[config.mk]
export PLATFORM = sky130hd
export DESIGN_NAME = lane_bringup_ctrl
export DESIGN_NICKNAME = d
export VERILOG_FILES = /design/src/rtl/lane_ctrl_pkg.sv /design/src/rtl/lane_timer.sv /design/src/rtl/lane_bringup_ctrl.sv
export SDC_FILE = /design/constraint.sdc
export NUM_CORES = 1
export LEC_CHECK = 0
export CELL_PAD_IN_SITES_DETAIL_PLACEMENT = 1
export CELL_PAD_IN_SITES_GLOBAL_PLACEMENT = 1
export CORE_UTILIZATION = 25
export CTS_CLUSTER_DIAMETER = 30
export DETAILED_ROUTE_END_ITERATION = 10
export PLACE_DENSITY = 0.63
export SLEW_MARGIN = 15
export SYNTH_ARGS = -nofsm -noshare
export SYNTH_HDL_FRONTEND = slang
export SYNTH_SLANG_ARGS = --single-unit
[constraint.sdc]
create_clock -name USER_CLK -period 2.7 [get_ports USER_CLK]
set_input_delay 0.405 -clock USER_CLK [delete_from_list [all_inputs] [get_ports USER_CLK]]
set_output_delay 0.405 -clock USER_CLK [all_outputs]
set_load 0.02 [all_outputs]
[src/rtl/lane_ctrl_pkg.sv]
// Shared encodings and constants for the per-lane RX bring-up sequencer.
// The state encodings are also the values driven on STATE_OUT.
package lane_ctrl_pkg;

  typedef enum logic [2:0] {
    StIdle     = 3'd0,
    StDecRst   = 3'd1,
    StWaitLock = 3'd2,
    StMfHunt   = 3'd3,
    StMfCheck  = 3'd4,
    StUp       = 3'd5,
    StRetry    = 3'd6,
    StFail     = 3'd7
  } lane_state_e;

  localparam logic [63:0] SYNC_WORD      = 64'h78F6_78F6_78F6_78F6;
  localparam logic [1:0]  CTRL_HEADER    = 2'b10;
  localparam int unsigned DEC_RST_CYCLES = 4;
  localparam int unsigned CNT_W          = 8;
  localparam int unsigned RETRY_W        = 4;

  function automatic logic is_sync(input logic [1:0] hdr, input logic [63:0] data);
    return (hdr == CTRL_HEADER) && (data == SYNC_WORD);
  endfunction

  function automatic int unsigned max2(input int unsigned a, input int unsigned b);
    return (a > b) ? a : b;
  endfunction

endpackage

[src/rtl/lane_timer.sv]
// Down-counter with load, clear and expire. It saturates at zero; o_expired is
// high while the count reads zero.
module lane_timer #(
  parameter int unsigned     Width    = 8,
  parameter logic [Width-1:0] ResetVal = '0
) (
  input  logic             i_clk,
  input  logic             i_rst_n,
  input  logic             i_clr,
  input  logic             i_load,
  input  logic [Width-1:0] i_load_val,
  input  logic             i_en,
  output logic             o_expired
);

  logic [Width-1:0] r_count;

  always_ff @(posedge i_clk or negedge i_rst_n) begin
    if (!i_rst_n) begin
      r_count <= ResetVal;
    end else if (i_clr) begin
      r_count <= '0;
    end else if (i_load) begin
      r_count <= i_load_val;
    end else if (i_en && (r_count != '0)) begin
      r_count <= r_count - 1'b1;
    end
  end

  assign o_expired = (r_count == '0);

endmodule

[src/rtl/lane_bringup_ctrl.sv]
// Per-lane RX bring-up sequencer: GT settle, decoder reset, word lock, then
// Interlaken metaframe sync hunt/track with bounded GT-reset retries.
module lane_bringup_ctrl
  import lane_ctrl_pkg::*;
#(
  parameter int unsigned LOCK_TIMEOUT = 4096,
  parameter int unsigned MF_LEN       = 2048,
  parameter int unsigned HUNT_TIMEOUT = 8192,
  parameter int unsigned MF_GOOD      = 4,
  parameter int unsigned MF_BAD       = 4,
  parameter int unsigned SETTLE       = 16,
  parameter int unsigned MAX_RETRIES  = 7
) (
  input  logic                USER_CLK,
  input  logic                SYSTEM_RESET_N,
  input  logic                GT_RESET_DONE,
  output logic                GT_RESET_REQ,
  output logic                DEC_PASSTHROUGH,
  output logic                DEC_RESET,
  input  logic                DEC_LOCKED,
  input  logic [63:0]         DEC_DATA,
  input  logic [1:0]          DEC_HEADER,
  output logic                LANE_UP,
  output logic                ERR_FATAL,
  output logic [RETRY_W-1:0]  RETRY_CNT,
  output logic [2:0]          STATE_OUT
);

  localparam int unsigned TmrMax = max2(max2(LOCK_TIMEOUT, HUNT_TIMEOUT),
                                        max2(SETTLE, DEC_RST_CYCLES));
  localparam int unsigned TmrW   = $clog2(TmrMax);
  localparam int unsigned SlotW  = (MF_LEN > 2) ? $clog2(MF_LEN) : 1;

  localparam logic [CNT_W-1:0]   GoodTgt  = CNT_W'(MF_GOOD);
  localparam logic [CNT_W-1:0]   BadTgt   = CNT_W'(MF_BAD);
  localparam logic [RETRY_W-1:0] MaxRetry = RETRY_W'(MAX_RETRIES);

  lane_state_e        r_state, w_state_d;
  logic [CNT_W-1:0]   r_good, w_good_d, w_good_inc;
  logic [CNT_W-1:0]   r_bad, w_bad_d, w_bad_inc;
  logic [RETRY_W-1:0] r_retry, w_retry_d;

  logic               w_sync_hit;
  logic               w_gt_lost;
  logic               w_tmr_load, w_tmr_exp;
  logic [TmrW-1:0]    w_tmr_val;
  logic               w_slot_clr, w_slot_load, w_slot_exp;

  logic               r_pass, r_dec_rst, r_req, r_up, r_fatal;
  logic               w_pass_d, w_dec_rst_d, w_req_d, w_up_d, w_fatal_d;

  assign w_sync_hit = is_sync(DEC_HEADER, DEC_DATA);
  assign w_good_inc = (&r_good) ? r_good : r_good + 1'b1;
  assign w_bad_inc  = (&r_bad) ? r_bad : r_bad + 1'b1;
  assign w_gt_lost  = !GT_RESET_DONE &&
                      (r_state inside {StDecRst, StWaitLock, StMfHunt, StMfCheck, StUp});

  // Shared timer: settle count in IDLE, reset hold, lock and hunt timeouts.
  always_comb begin
    w_tmr_load = (w_state_d != r_state) || ((r_state == StIdle) && !GT_RESET_DONE);
    case (w_state_d)
      StDecRst:   w_tmr_val = TmrW'(DEC_RST_CYCLES - 1);
      StWaitLock: w_tmr_val = TmrW'(LOCK_TIMEOUT - 1);
      StMfHunt:   w_tmr_val = TmrW'(HUNT_TIMEOUT - 1);
      default:    w_tmr_val = TmrW'(SETTLE - 1);
    endcase
  end

  lane_timer #(
    .Width    (TmrW),
    .ResetVal (TmrW'(SETTLE - 1))
  ) u_state_timer (
    .i_clk      (USER_CLK),
    .i_rst_n    (SYSTEM_RESET_N),
    .i_clr      (1'b0),
    .i_load     (w_tmr_load),
    .i_load_val (w_tmr_val),
    .i_en       (1'b1),
    .o_expired  (w_tmr_exp)
  );

  // Held in reload while hunting so it is aligned to the hunt's sync word.
  assign w_slot_clr  = !(r_state inside {StMfHunt, StMfCheck, StUp});
  assign w_slot_load = (r_state == StMfHunt) || w_slot_exp;

  lane_timer #(
    .Width    (SlotW),
    .ResetVal ('0)
  ) u_slot_timer (
    .i_clk      (USER_CLK),
    .i_rst_n    (SYSTEM_RESET_N),
    .i_clr      (w_slot_clr),
    .i_load     (w_slot_load),
    .i_load_val (SlotW'(MF_LEN - 1)),
    .i_en       (1'b1),
    .o_expired  (w_slot_exp)
  );

  always_comb begin
    w_state_d = r_state;
    w_good_d  = r_good;
    w_bad_d   = r_bad;
    w_retry_d = r_retry;
    if (w_gt_lost) begin
      w_state_d = StIdle;
    end else begin
      unique case (r_state)
        StIdle: begin
          if (GT_RESET_DONE && w_tmr_exp) w_state_d = StDecRst;
        end
        StDecRst: begin
          if (w_tmr_exp) w_state_d = StWaitLock;
        end
        StWaitLock: begin
          if (DEC_LOCKED) w_state_d = StMfHunt;
          else if (w_tmr_exp) w_state_d = StRetry;
        end
        StMfHunt: begin
          if (!DEC_LOCKED) begin
            w_state_d = StRetry;
          end else if (w_sync_hit) begin
            w_state_d = StMfCheck;
            w_good_d  = CNT_W'(1);
          end else if (w_tmr_exp) begin
            w_state_d = StRetry;
          end
        end
        StMfCheck: begin
          if (!DEC_LOCKED) begin
            w_state_d = StRetry;
          end else if (w_slot_exp) begin
            if (w_sync_hit) begin
              w_good_d = w_good_inc;
              if (w_good_inc == GoodTgt) begin
                w_state_d = StUp;
                w_bad_d   = '0;
                w_retry_d = '0;
              end
            end else begin
              w_state_d = StMfHunt;
              w_good_d  = '0;
            end
          end
        end
        StUp: begin
          if (!DEC_LOCKED) begin
            w_state_d = StRetry;
          end else if (w_slot_exp) begin
            if (w_sync_hit) begin
              w_bad_d = '0;
            end else begin
              w_bad_d = w_bad_inc;
              if (w_bad_inc == BadTgt) w_state_d = StRetry;
            end
          end
        end
        StRetry: begin
          if (r_retry == MaxRetry) begin
            w_state_d = StFail;
          end else begin
            w_state_d = StIdle;
            w_retry_d = (&r_retry) ? r_retry : r_retry + 1'b1;
          end
        end
        StFail: begin
          w_state_d = StFail;
        end
      endcase
    end
  end

  // Outputs are decoded from the next state so they change with STATE_OUT.
  always_comb begin
    w_pass_d    = w_state_d inside {StIdle, StRetry, StFail};
    w_dec_rst_d = w_pass_d || (w_state_d == StDecRst);
    w_req_d     = (w_state_d == StRetry) && (w_retry_d != MaxRetry);
    w_up_d      = (w_state_d == StUp);
    w_fatal_d   = (w_state_d == StFail);
  end

  always_ff @(posedge USER_CLK or negedge SYSTEM_RESET_N) begin
    if (!SYSTEM_RESET_N) begin
      r_state   <= StIdle;
      r_good    <= '0;
      r_bad     <= '0;
      r_retry   <= '0;
      r_pass    <= 1'b1;
      r_dec_rst <= 1'b1;
      r_req     <= 1'b0;
      r_up      <= 1'b0;
      r_fatal   <= 1'b0;
    end else begin
      r_state   <= w_state_d;
      r_good    <= w_good_d;
      r_bad     <= w_bad_d;
      r_retry   <= w_retry_d;
      r_pass    <= w_pass_d;
      r_dec_rst <= w_dec_rst_d;
      r_req     <= w_req_d;
      r_up      <= w_up_d;
      r_fatal   <= w_fatal_d;
    end
  end

  assign GT_RESET_REQ    = r_req;
  assign DEC_PASSTHROUGH = r_pass;
  assign DEC_RESET       = r_dec_rst;
  assign LANE_UP         = r_up;
  assign ERR_FATAL       = r_fatal;
  assign RETRY_CNT       = r_retry;
  assign STATE_OUT       = r_state;

endmodule

# == Word-level counts from Yosys, hierarchy flattened ==
# Index checks and enable logic that the tools add are counted.
# classes
addsub,5
eq_ne,29
n_mux,47
bitwise_logic,1
n_reduce_logical,26
# op_table
cell,count
2-to-1 mux 8 bit,14
"equality test 64 x 63 -> 1 bit, second input constant",1
2-to-1 mux 3 bit,16
one-hot mux 13 bit (3 select lines),1
2-to-1 mux 11 bit,3
one-hot mux 8 bit (2 select lines),2
2-to-1 mux 4 bit,7
2-to-1 mux 13 bit,2
one-hot mux 3 bit (8 select lines),1
AND reduction 8 bit,3
"equality test 3 bit, second input constant",7
"adder 8 x 1 -> 8 bit, second input constant",2
"equality test 8 x 3 -> 1 bit, second input constant",2
"!= test 2 bit, second input constant",7
logical NOT 13 bit,1
nonzero test 13 bit,1
"subtractor 13 x 1 -> 13 bit, second input constant",1
"equality test 3 x 2 -> 1 bit, second input constant",4
logical NOT 11 bit,1
nonzero test 11 bit,1
"subtractor 11 x 1 -> 11 bit, second input constant",1
one-hot mux 4 bit (2 select lines),1
"equality test 3 x 1 -> 1 bit, second input constant",2
logical NOT 3 bit,2
16 further kinds,25
# totals
reg_bits,52
input_bits,70
output_inout_bits,12
wordCells,119

# == Depth between registers and ports, before layout ==
# Gate-level depths: netlist of run 1.
# logic_depth
word_depth,12
depth_mapped,12
depth_no_buf,10

# == Cells and area by module ==
# From an unflattened synthesis of run 1, not the netlist that was laid out.
# hier_totals
hier_cells,504
area_unflattened_um2,4217.8
# modules_own_cells
mod,instances,cells_per_inst,area_per_inst_um2
lane_bringup_ctrl,1,312,2489.9
lane_timer at u_state_timer,1,110,945.9
lane_timer at u_slot_timer,1,82,782.0

# == Least setup slack after synthesis of run 1 ==
# OpenSTA, ideal clock, no wires.
# synth_timing
path_kind,reg2reg
from,register u_state_timer.r_count[0]
to,register u_state_timer.r_count[11]
setup_ns,0.092
arrival_time_ns,2.742
t_required_ns,2.608
setup_slack_ns,-0.133
stages_incl_launch_ff,12
n_path_buf,1
path_cell_list,dfstp_2 > inv_1 > ha_1 > nor4b_1 > and4_1 > a21oi_1 > mux2_2 > o221ai_1 > o211ai_2 > or3_4 > buf_6 > o31ai_2
# synth_via
elab_chain_cells,9
elab_cells_between_ends,21
cone_classes,add/sub: 1; eq/ne: 4; mux: 11; reduce/logical: 5
# synth_lines
element,line_no,rtl
from (decl),lane_timer.sv:16,logic [Width-1:0] r_count;
from (signal assigned),lane_timer.sv:20,r_count <= ResetVal;
from (signal assigned),lane_timer.sv:24,r_count <= i_load_val;
from (signal assigned),lane_timer.sv:26,r_count <= r_count - 1'b1;
logical NOT 13 bit,lane_timer.sv:30,assign o_expired = (r_count == '0);
2-to-1 mux 3 bit,"lane_bringup_ctrl.sv:116, lane_bringup_ctrl.sv:124",
2-to-1 mux 3 bit,lane_bringup_ctrl.sv:121,end else if (w_sync_hit) begin
2-to-1 mux 3 bit,lane_bringup_ctrl.sv:119,if (!DEC_LOCKED) begin
one-hot mux 3 bit (8 select lines),lane_bringup_ctrl.sv:107,unique case (r_state)
2-to-1 mux 3 bit,lane_bringup_ctrl.sv:104,if (w_gt_lost) begin
equality test 3 x 2 -> 1 bit (tied with other cells),lane_bringup_ctrl.sv:61,case (w_state_d)
one-hot mux 13 bit (3 select lines) or logical OR 1 bit (tied branches),"lane_bringup_ctrl.sv:61, lane_bringup_ctrl.sv:60",
2-to-1 mux 13 bit or nonzero test 2 bit (tied branches),n/a,
# Parallel ways exist; a longest one is shown, timed or not. The select of a mux whose other input is x is not followed.
# A chain may end at the register's enable or synchronous reset.

# == Final worst setup path of run 1 ==
# layout_timing
from,input port DEC_DATA[32]
to,register u_state_timer.r_count[1]
# layout_via
elab_chain_cells,10
elab_cells_between_ends,16
cone_classes,eq/ne: 2; mux: 11; reduce/logical: 3
# layout_lines
element,line_no,rtl
from (decl),lane_bringup_ctrl.sv:21,"input logic [63:0] DEC_DATA,"
equality test 64 x 63 -> 1 bit *,lane_ctrl_pkg.sv:23,return (hdr == CTRL_HEADER) && (data == SYNC_WORD);
logical AND 1 bit *,lane_ctrl_pkg.sv:23,
"2-to-1 mux 3 bit, on equally long branches","lane_bringup_ctrl.sv:149, lane_bringup_ctrl.sv:132",
"2-to-1 mux 3 bit, on equally long branches","lane_bringup_ctrl.sv:148, lane_bringup_ctrl.sv:131",
"2-to-1 mux 3 bit, on equally long branches","lane_bringup_ctrl.sv:146, lane_bringup_ctrl.sv:129",
one-hot mux 3 bit (8 select lines) *,lane_bringup_ctrl.sv:107,
2-to-1 mux 3 bit *,lane_bringup_ctrl.sv:104,
!= test 3 bit *,lane_bringup_ctrl.sv:60,w_tmr_load = (w_state_d != r_state) || ((r_state == StIdle) && !GT_RESET_DONE);
logical OR 1 bit *,lane_bringup_ctrl.sv:60,
2-to-1 mux 13 bit or nonzero test 2 bit (tied branches),n/a,
# Mark *: on every way between the ends. The rest lies on a longest branch, timed or not.

==> results.tsv, run 1 <==
stage	metric	value	unit
cts	CTS max path bufs	2	
sta	Final WS setup	-0.0561	ns
cts	CTS buffer count	5	
route	final wirelength	15.0	mm
sta	part of the cycle the worst path needs	1.02	
placement	Post-DP HPWL	11.0	mm
route	DR vias	4353	
cts	Worst-Skew Late Latency	0.30	ns
placement	Port Buffers	81	
synth	Netlist Area Pre-Place	3810	um2
floorplanning	Die ar.	15800	um2
finish	Final Core Density	0.430	
sta	post-route minimum period	2.76	ns
grt	initial antenna violation count	0	
route	1st-iter DRT viols	190	
synth	post-synthesis cell type count	74	
sta	fin. max-slew vios	0	
sta	Final Setup Violations	7	
run_status	failing checks	design-rule violations, negative setup slack	
synth	post-synthesis sequential area ratio	0.343	
synth	Synth Register Bits	52	
synth	Synth Net Count	518	
finish	Design Area, Final	6320	um2
job	Max-cap violations	0	
grt	total grt overflow	0	
route	post-route ant nets	0	
grt	first-pass GRT wire length	23.9	mm
route	drt wl/cell	18.3	um
sta	f_max	363	MHz
finish	final cell count without fillers	820	
run_status	status	complete, but fails checks	
grt	GRT Util Overall	0.188	
power	leakage power	0.00282	uW
route	DR vias/cell	5.31	
synth	Mean Syn Cell Area	8.61	um2
floorplanning	Die H	126	um
synth	post-synthesis instance total	443	
cts	clk sinks	52	
floorplanning	CORE AREA	14700	um2
route	drt first pass iters	7	
placement	GPL Wtd Cong	0.852	
setup_path	CP max FO	7	
cts	CTS tree	done	
finish	share of cells above drive strength 1	0.369	
power	Power Density	373	nW/um2
floorplanning	cell row count	44	
hold_path	worst hold-check path type	in2async	
sta	Worst-Margin Slew	0.728	ns
synth	EDFF count, synth	0	
cts	Root Driver	clkbuf_16	
sta	Hold Slack	0.240	ns
power	Peak VDD IR	0.262	mV
grt	pin count of the biggest net entering global routing	53	
floorplanning	boundary pin count	82	
sta	Setup Skew	0.00788	ns
route	Residual DRC	1	
finish	P&R area growth vs syn	65.8	%
cts	Worst-path clk slew	0.07	ns
cts	CTS hold repair buffers	0	
setup_path	WP data arrival	2.99	ns
sta	Final Hold Viols	0	
finish	Fillers	1663	
grt	vias in the first global route	4712	
placement	Inst Count DP	801	
setup_path	critical path required time	2.93	ns
synth	asr flop ratio synth	1.00	
setup_path	crit path launch type	input pin	
setup_path	CP Capture Type	flop	
finish	antenna cells	0	
synth	synthesis warning total	0	
placement	Cell Area, Placed	5660	um2
floorplanning	Die W	126	um
sta	RSZ-0062 raised after global routing	yes	
finish	Final nets	710	
cts	# H-tree levels	2	
floorplanning	Initial Utilization	0.259	
power	Total Power	2360	uW
synth	top_reg_cell synth	dfrtp_1	
sta	Slew headroom	0.515	
setup_path	Crit Path Category	in2reg	
==> final timing paths <==
kind	from	end	slack (ns)	cells past startpoint
worst max-delay path	DEC_DATA[32]	u_state_timer.r_count[1]	-0.06	10
worst min-delay path	SYSTEM_RESET_N	RETRY_CNT[0]	0.24	2
worst max register to register	u_state_timer.r_count[0]	u_state_timer.r_count[12]	0.03	10
worst min register to register	u_slot_timer.r_count[0]	u_slot_timer.r_count[0]	0.57	2
max in group asynchronous	SYSTEM_RESET_N	r_good[5]	1.93	2
min in group USER_CLK	u_slot_timer.r_count[0]	u_slot_timer.r_count[0]	0.57	2
==> report_power, final <==
part	total [uW]	internal, uW	switching, uW
clock network	741	436	305
registers	926	866	59.8
logic	690	376	315
total	2360	1680	679
==> cells in the final DEF, fill, tap and decap left out, drive strengths merged, types with 8 or more instances in the layout <==
cell type,netlist,final
dlygate4sd2,0,30
o31ai,13,13
a21oi,40,40
buf,5,129
nand4b,15,15
o21ai,22,22
nor4,12,12
nand2,40,40
xor2,9,9
nand4,8,8
dfrtp,46,46
clkdlybuf4s50,0,22
inv,14,14
nor2,36,36
dlymetal6s2s,0,9
nor3,20,20
nand3,16,16
clkbuf,12,8
and3,10,10
xnor2,11,11
==> timing repair <==
item,CTS,global route
setup endpoints to repair,36,31
resized for setup,133,61
pin swaps,53,36
gates cloned,2,1
setup buffers,6,4
==> cells in the mapped netlist (3+ instances only) <==
cell type	n	area [um2]
a211o_1	3	26.3
inv_1	14	52.6
clkbuf_1	12	45.0
and4_1	3	26.3
buf_2	3	15.0
dfrtp_1	46	1150
nand2_1	40	150
nand4_1	7	43.8
or4_1	4	30.0
a31oi_1	7	43.8
a41oi_1	3	26.3
a21oi_1	40	200
dfstp_2	6	158
o31ai_2	6	75.1
o211ai_1	3	22.5
xnor2_1	11	96.3
xor2_1	9	78.8
nor3_1	20	100
a21boi_0	3	22.5
nand3_1	16	80.1
nor4_1	10	62.6
or2_2	4	25.0
or3_1	3	18.8
and3_1	10	62.6
o31ai_1	7	52.6
nor2_1	36	135
nor2b_1	4	25.0
o221ai_1	3	26.3
nor3b_1	3	22.5
ha_1	5	62.6
nand4b_1	15	131
nand2b_1	5	31.3
o21ai_0	22	110
or4bb_1	6	67.6
nor4b_1	4	35.0
==> cell type report <==
class                      instances  area, um2  area share
multi-input combinational        362       2890       0.458
timing repair buffer             200       1670       0.264
sequential                        52       1310       0.207
tap                              184        230      0.0364
clock buffer                       5        125      0.0198
inverter                          14       52.6     0.00831
clock inverter                     3       42.5     0.00673
==> logic make-up after synthesis <==
family / synth area share
adder cells (fa/ha/maj): 0.0217
XOR/XNOR: 0.0459
buffers and inverters: 0.0335
multiplexers: 0.00820
AO/OA/AOI/OAI: 0.231
AND/OR/NAND/NOR: 0.316
flip-flops: 0.343
==> through the flow <==
step           worst slack (ns)   TNS, ns
6_report                -0.0561    -0.151
5_1_grt                  -0.114     -1.20
4_1_cts                -0.00819  -0.00819
3_5_place_dp             -0.728    -20.89
3_3_place_gp             -0.664    -18.91
2_1_floorplan           -0.0119   -0.0736
==> sequential cells by signal, summed over array words and instances, names as in the netlist <==
| signal | cells |
|---|---|
| r_good | 8 |
| u_state_timer.r_count | 13 |
| r_bad | 8 |
| GT_RESET_REQ | 1 |
| LANE_UP | 1 |
| STATE_OUT | 3 |
| DEC_RESET | 1 |
| u_slot_timer.r_count | 11 |
| ERR_FATAL | 1 |
| RETRY_CNT | 4 |
| DEC_PASSTHROUGH | 1 |
==> worst max-delay path: stages <==
cell and delay [ns]:
buf_6 0.09, or4bb_4 0.55, nor4_4 0.30, buf_4 0.17, nand4_4 0.13, a311oi_2 0.26
o32a_2 0.23, o211ai_4 0.10, or3_4 0.50, or2_4 0.25
==> layer usage <==
| metal | part of all wire | wire length [um] | global-route usage |
|---|---|---|---|
| met5 | 0 | 0 | 0 |
| met4 | 0.013 | 201 | 0.0488 |
| met3 | 0.019 | 278 | 0.0248 |
| met2 | 0.52 | 7840 | 0.344 |
| met1 | 0.44 | 6660 | 0.230 |
Power figures use the tool's default switching activity.
==> inputs of run 2 (changes only) <==
CAP_MARGIN = 20   (was not set)
GPL_ROUTABILITY_DRIVEN = 0   (was not set)
SETUP_SLACK_MARGIN = 0.4   (was not set)
==> results.tsv, run 2 (synthesis results as in run 1) <==
stage	metric	value	unit	change
route	DR vias	4439		+2.0%
grt	total grt overflow	0		unchanged
grt	vias in the first global route	4755		+0.91%
sta	f_max	365	MHz	+0.60%
route	final wirelength	15.2	mm	+1.6%
sta	Hold Slack	0.222	ns	-0.0183 ns
setup_path	CP max FO	7		unchanged
power	P_int	1670	uW	-0.74%
finish	number of flip-flops in the largest register	13		unchanged
cts	CTS tree	done		
power	Peak VDD IR	0.261	mV	-0.26%
sta	post-route minimum period	2.74	ns	-0.0163 ns
finish	Fillers	1675		+0.72%
finish	Multi-input gate area	3010	um2	+4.0%
route	DR vias/cell	5.20		-2.1%
cts	CTS buffer count	5		unchanged
power	leakage power	0.00313	uW	+11%
finish	top flop regs	u_state_timer.r_count (13), u_slot_timer.r_count (11)		
power	Power Density	344	nW/um2	-7.6%
floorplanning	Die ar.	15800	um2	unchanged
sta	part of the cycle the worst path needs	1.01		-0.00604
setup_path	WP data arrival	2.96	ns	-0.03 ns
power	Flop pwr share	0.399		+0.006
route	drt wl/cell	17.8	um	-2.4%
floorplanning	Die W	126	um	unchanged
grt	GRT Util Overall	0.187		-0.00101
finish	Biggest register	u_state_timer.r_count		
floorplanning	Initial Utilization	0.259		unchanged
route	Residual DRC	3		+2
sta	RSZ-0062 raised after global routing	yes		
sta	Slew headroom	0.501		-0.0137
finish	final cell count without fillers	854		+4.1%
finish	antenna cells	0		unchanged
sta	setup_tns	-0.0775	ns	+0.0732 ns
finish	P&R area growth vs syn	77.1	%	
floorplanning	boundary pin count	82		unchanged
sta	Final WS setup	-0.0398	ns	+0.0163 ns
job	Max-cap violations	0		unchanged
run_status	status	complete, but fails checks		
floorplanning	cell row count	44		unchanged
power	Total Power	2330	uW	-1.3%
route	1st-iter DRT viols	133		-30%
grt	first-pass GRT wire length	24.1	mm	+1.0%
cts	CTS hold repair buffers	0		unchanged
floorplanning	CORE AREA	14700	um2	unchanged
cts	# H-tree levels	2		unchanged
sta	fin. max-slew vios	0		unchanged
setup_path	Crit. Startpoint	DEC_DATA[31]		
finish	sequential cell area	1310	um2	about the same
sta	Worst-Margin Slew	0.748	ns	+0.0205 ns
run_status	failing checks	design-rule violations, negative setup slack		
placement	Inst Count DP	805		+0.50%
cts	clk sinks	52		unchanged
setup_path	critical path required time	2.92	ns	about the same
setup_path	Crit Path Category	in2reg		
finish	most common cell after layout, fill and taps aside	buf_4		
finish	share of cells above drive strength 1	0.437		+0.0678
sta	Final Hold Viols	0		unchanged
power	Net Switching	660	uW	-2.9%
floorplanning	Die H	126	um	unchanged
route	drt first pass iters	9		+2
sta	Final Setup Violations	5		-2
placement	Post-DP HPWL	10.9	mm	-0.50%
power	Sw Share	0.284		-0.00440
cts	Worst-Skew Late Latency	0.29	ns	about the same
cts	Worst-path clk slew	0.07	ns	about the same
finish	commonest cells after routing, fill and taps aside	131 x buf_4, 45 x dfrtp_1, 39 x nand2_1, 32 x nor2_1, 27 x dlygate4sd2_1		
hold_path	worst hold-check path type	in2async		
sta	Setup Skew	0.00660	ns	-0.00129 ns
setup_path	crit path launch type	input pin		
cts	Root Driver	clkbuf_16		
route	post-route ant nets	0		unchanged
setup_path	worst r2r src	r_bad[1]		
power	Combinational Power Share	0.284		-0.009
cts	CTS max path bufs	2		unchanged
grt	pin count of the biggest net entering global routing	53		unchanged
placement	Port Buffers	81		unchanged
grt	initial antenna violation count	0		unchanged
power	clock share of power	0.317		+0.003
setup_path	CP Capture Type	flop		
finish	Final nets	744		+4.8%
placement	Setup WS pre-CTS	-0.728	ns	-0.000241 ns
[run 2: cell types whose count changed in the layout (fill, tap and decap cells not counted), sizes merged]
cell           previous run  this run
dlygate4sd2              30        27
buf                     129       163
clkbuf                    8        11
clkdlybuf4s50            22        18
dlymetal6s2s              9        17
clkdlybuf4s15             7         3
[run 2: metal layers]
layer  wire, um  up-vias  global-route usage
met5          0        -                   0
met4        159        0              0.0316
li1           -     2149                   -
met1       6770     2236               0.237
met3        226       13              0.0223
met2       8070       41               0.342
[run 2: power by group through the flow]
stage	clock network [uW]	logic, uW	registers (uW)
floorplan	0	306	947
global placement	0	608	939
detailed placement	0	627	944
CTS	761	643	931
global route	790	725	941
finish	737	660	929
[run 2: path summary, 6_finish.rpt]
kind / endpoint / slack (ns) / cells after the start
max: u_state_timer.r_count[1] / -0.04 / 10
min: RETRY_CNT[1] / 0.22 / 2
max reg2reg: u_state_timer.r_count[12] / -0.01 / 10
min reg2reg: u_slot_timer.r_count[0] / 0.57 / 2
max in group asynchronous: r_good[3] / 1.93 / 2
min in group USER_CLK: u_slot_timer.r_count[0] / 0.57 / 2
[run 2: per-stage QoR]
step                      utilization  area, um2
after floorplan                     -       3920
after global placement          0.389       5720
after CTS                       0.426       6250
final                           0.459       6750
after global routing            0.459       6750
after detailed placement        0.389       5720
[run 2: final cells by class]
class                           instances  area share
Inverter                               14     0.00778
Sequential cell                        52       0.194
Timing Repair Buffer                  234       0.294
Multi-Input combinational cell        362       0.446
Tap cell                              184      0.0341
Clock buffer                            5      0.0185
Clock inverter                          3     0.00630
[run 2: worst max-delay path, stage by stage]
cell and delay, ns:
buf_6 0.09, or4bb_4 0.55, nor4_4 0.30, buf_4 0.16
nand4_4 0.13, a311oi_2 0.29, o32a_2 0.22, o211ai_4 0.08
or3_4 0.47, or2_4 0.25
[run 2: timing repair]
action / 4_1_cts / 5_1_grt
buffers inserted: 21 / 17
gates resized for setup: 134 / 102
setup endpoints to repair: 40 / 40
hold endpoints to repair: 0 / 0
pin swaps: 48 / 44
gates cloned: 2 / 1
==> inputs of run 3 (changes only) <==
CELL_PAD_IN_SITES_DETAIL_PLACEMENT = not set   (was 1)
CELL_PAD_IN_SITES_GLOBAL_PLACEMENT = not set   (was 1)
PLACE_DENSITY = 0.51   (was 0.63)
RECOVER_POWER = 50   (was not set)
==> results.tsv, run 3 (synthesis results as in run 1) <==
stage	metric	value	unit	change
cts	Worst-path clk slew	0.07	ns	about the same
cts	Root Driver	clkbuf_16		
placement	Port Buffers	81		unchanged
finish	number of flip-flops in the largest register	13		unchanged
cts	# H-tree levels	2		unchanged
setup_path	crit path launch type	input pin		
grt	Global Route met2 Usage	0.295		-0.0464
route	drt first pass iters	7		-2
setup_path	combined buffer and inverter count along the critical path	1		-1
finish	Biggest register	u_state_timer.r_count		
floorplanning	Initial Utilization	0.259		unchanged
grt	first-pass GRT wire length	21.4	mm	-11%
route	Residual DRC	2		-1
grt	GR peak layer	met2		
hold_path	worst hold-check path type	reg2reg		
power	leakage power	0.00283	uW	-9.6%
floorplanning	Die H	126	um	unchanged
cts	CTS buffer count	5		unchanged
sta	Hold Slack	0.563	ns	+0.342 ns
cts	clk sinks	52		unchanged
hold_path	hold path start	r_good[1]		
sta	fin. max-slew vios	32		+32
job	Max-cap violations	1		+1
grt	pin count of the biggest net entering global routing	32		-40%
setup_path	Crit. Startpoint	DEC_DATA[47]		
sta	Final WS setup	-0.0388	ns	+0.000982 ns
finish	P&R area growth vs syn	70.2	%	
finish	antenna cells	0		unchanged
cts	Worst-Skew Late Latency	0.29	ns	about the same
setup_path	WP data arrival	2.95	ns	about the same
floorplanning	CORE AREA	14700	um2	unchanged
sta	Setup Skew	0.00508	ns	-0.00151 ns
grt	total grt overflow	0		unchanged
floorplanning	boundary pin count	82		unchanged
route	1st-iter DRT viols	194		+46%
finish	top flop regs	u_state_timer.r_count (13), u_slot_timer.r_count (11)		
setup_path	Crit Path Category	in2reg		
grt	vias in the first global route	4310		-9.4%
finish	Final nets	720		-3.2%
run_status	status	complete, but fails checks		
placement	Cell Area, Placed	5670	um2	-0.92%
sta	RSZ-0062 raised after global routing	yes		
finish	Final Core Density	0.442		-0.0178
finish	Design Area, Final	6490	um2	-3.9%
setup_path	worst r2r src	u_state_timer.r_count[0]		
route	post-route ant nets	0		unchanged
setup_path	CP Capture Type	flop		
sta	Final Setup Violations	5		unchanged
sta	Final Hold Viols	0		unchanged
cts	CTS tree	done		
power	Peak VDD IR	0.331	mV	+27%
finish	most common cell after layout, fill and taps aside	buf_4		
setup_path	max incr delay on CP	0.52	ns	-0.03 ns
cts	CTS hold repair buffers	0		unchanged
setup_path	family with the most delay on the worst path	simple AND/OR/NAND/NOR gates		
setup_path	critical path required time	2.91	ns	about the same
sta	part of the cycle the worst path needs	1.01		about the same
sta	f_max	365	MHz	about the same
finish	commonest cells after routing, fill and taps aside	102 x buf_4, 45 x dfrtp_1, 39 x nand2_1, 36 x dlygate4sd2_1, 33 x nor2_1		
setup_path	worst-path cell chain	dlygate4sd2_1, or4bb_1, nor3_2, nand4_2, a311oi_2, o32a_2, o211ai_4, or3_4, o31ai_2		
power	Power Density	345	nW/um2	about the same
setup_path	slowest CP cell	or4bb_1		
sta	post-route minimum period	2.74	ns	-0.000982 ns
floorplanning	Die ar.	15800	um2	unchanged
cts	CTS max path bufs	2		unchanged
floorplanning	cell row count	44		unchanged
setup_path	CP max FO	7		unchanged
grt	met1 Use GR	0.221		-0.0165
finish	Fillers	1409		-16%
route	final wirelength	13.2	mm	-13%
finish	share of cells above drive strength 1	0.398		-0.0395
route	drt wl/cell	15.9	um	-11%
run_status	failing checks	design-rule violations, max-capacitance violations, max-slew violations, negative setup slack		
grt	met3 usage	0.0214		-0.000856
route	DR vias/cell	5.14		-1.1%
sta	Worst-Margin Slew	1.93	ns	+1.18 ns
grt	initial antenna violation count	0		unchanged
route	DR vias	4266		-3.9%
grt	GRT Util Overall	0.168		-0.0196
sta	Slew headroom	-0.285		-0.786
floorplanning	Die W	126	um	unchanged
placement	Post-DP HPWL	9.83	mm	-10%
[run 3: cell count changes in the layout (fill, tap and decap cells not counted), moves of 3 or more]
| cell | change |
|---|---|
| buf_4 | -29 |
| buf_6 | +3 |
| clkbuf_1 | +3 |
| clkbuf_2 | -5 |
| clkdlybuf4s15_1 | +3 |
| clkdlybuf4s50_1 | +3 |
| dlygate4sd2_1 | +9 |
| dlymetal6s2s_1 | -12 |
| nor3_2 | +3 |
| o31ai_2 | -3 |
| or4bb_1 | +3 |
| or4bb_4 | -3 |
[run 3: power by group]
group	internal, uW	switching [uW]	leakage, uW
clock network	346	305	0.0000660
logic	366	290	0.00207
registers	867	63.4	0.000697
[run 3: timing repair]
item                       in CTS  in global routing
gates cloned                    3                  1
setup endpoints to repair      40                 39
buffers inserted               13                  7
resized for setup             175                 54
hold endpoints to repair        0                  0
pin swaps                      56                 31
[run 3: tightest hold or removal path, stage by stage, from the launching register on]
cell,delay (ns)
dfrtp_1,0.40
o21ai_1,0.08
nand2_1,0.05
[run 3: through the flow]
stage	setup slack [ns]	std cells	TNS, ns	power, uW
2_1_floorplan	0.0210	443	0	1250
3_3_place_gp	-0.628	798	-17.12	1550
3_5_place_dp	-0.743	798	-19.81	1560
4_1_cts	-0.00190	822	-0.00190	2230
5_1_grt	-0.140	830	-1.25	2370
6_report	-0.0388	830	-0.0953	2240
[run 3: layout make-up]
class | count | area, um2 | share of cell area
clock buffer | 5 | 125 | 0.0193
clock inverter | 3 | 23.8 | 0.00366
inverter | 14 | 52.6 | 0.00810
multi-input combinational | 362 | 2960 | 0.456
sequential | 52 | 1310 | 0.202
tap | 184 | 230 | 0.0355
timing repair buffer | 210 | 1790 | 0.276
[run 3: worst paths after layout]
check	to	slack (ns)	depth (start not counted)
min in group asynchronous	RETRY_CNT[0]	0.64	1
setup reg to reg	u_state_timer.r_count[12]	0	10
hold reg to reg	r_good[1]	0.56	2
hold / removal	r_good[1]	0.56	2
max in group asynchronous	r_good[5]	0.73	2
setup / recovery	u_state_timer.r_count[8]	-0.04	9
[run 3: routing by layer]
| metal | wire [um] | vias to the layer above |
|---|---|---|
| met4 | 78 | 0 |
| met2 | 6670 | 63 |
| met5 | 0 | - |
| li1 | - | 2103 |
| met3 | 371 | 6 |
| met1 | 6110 | 2094 |
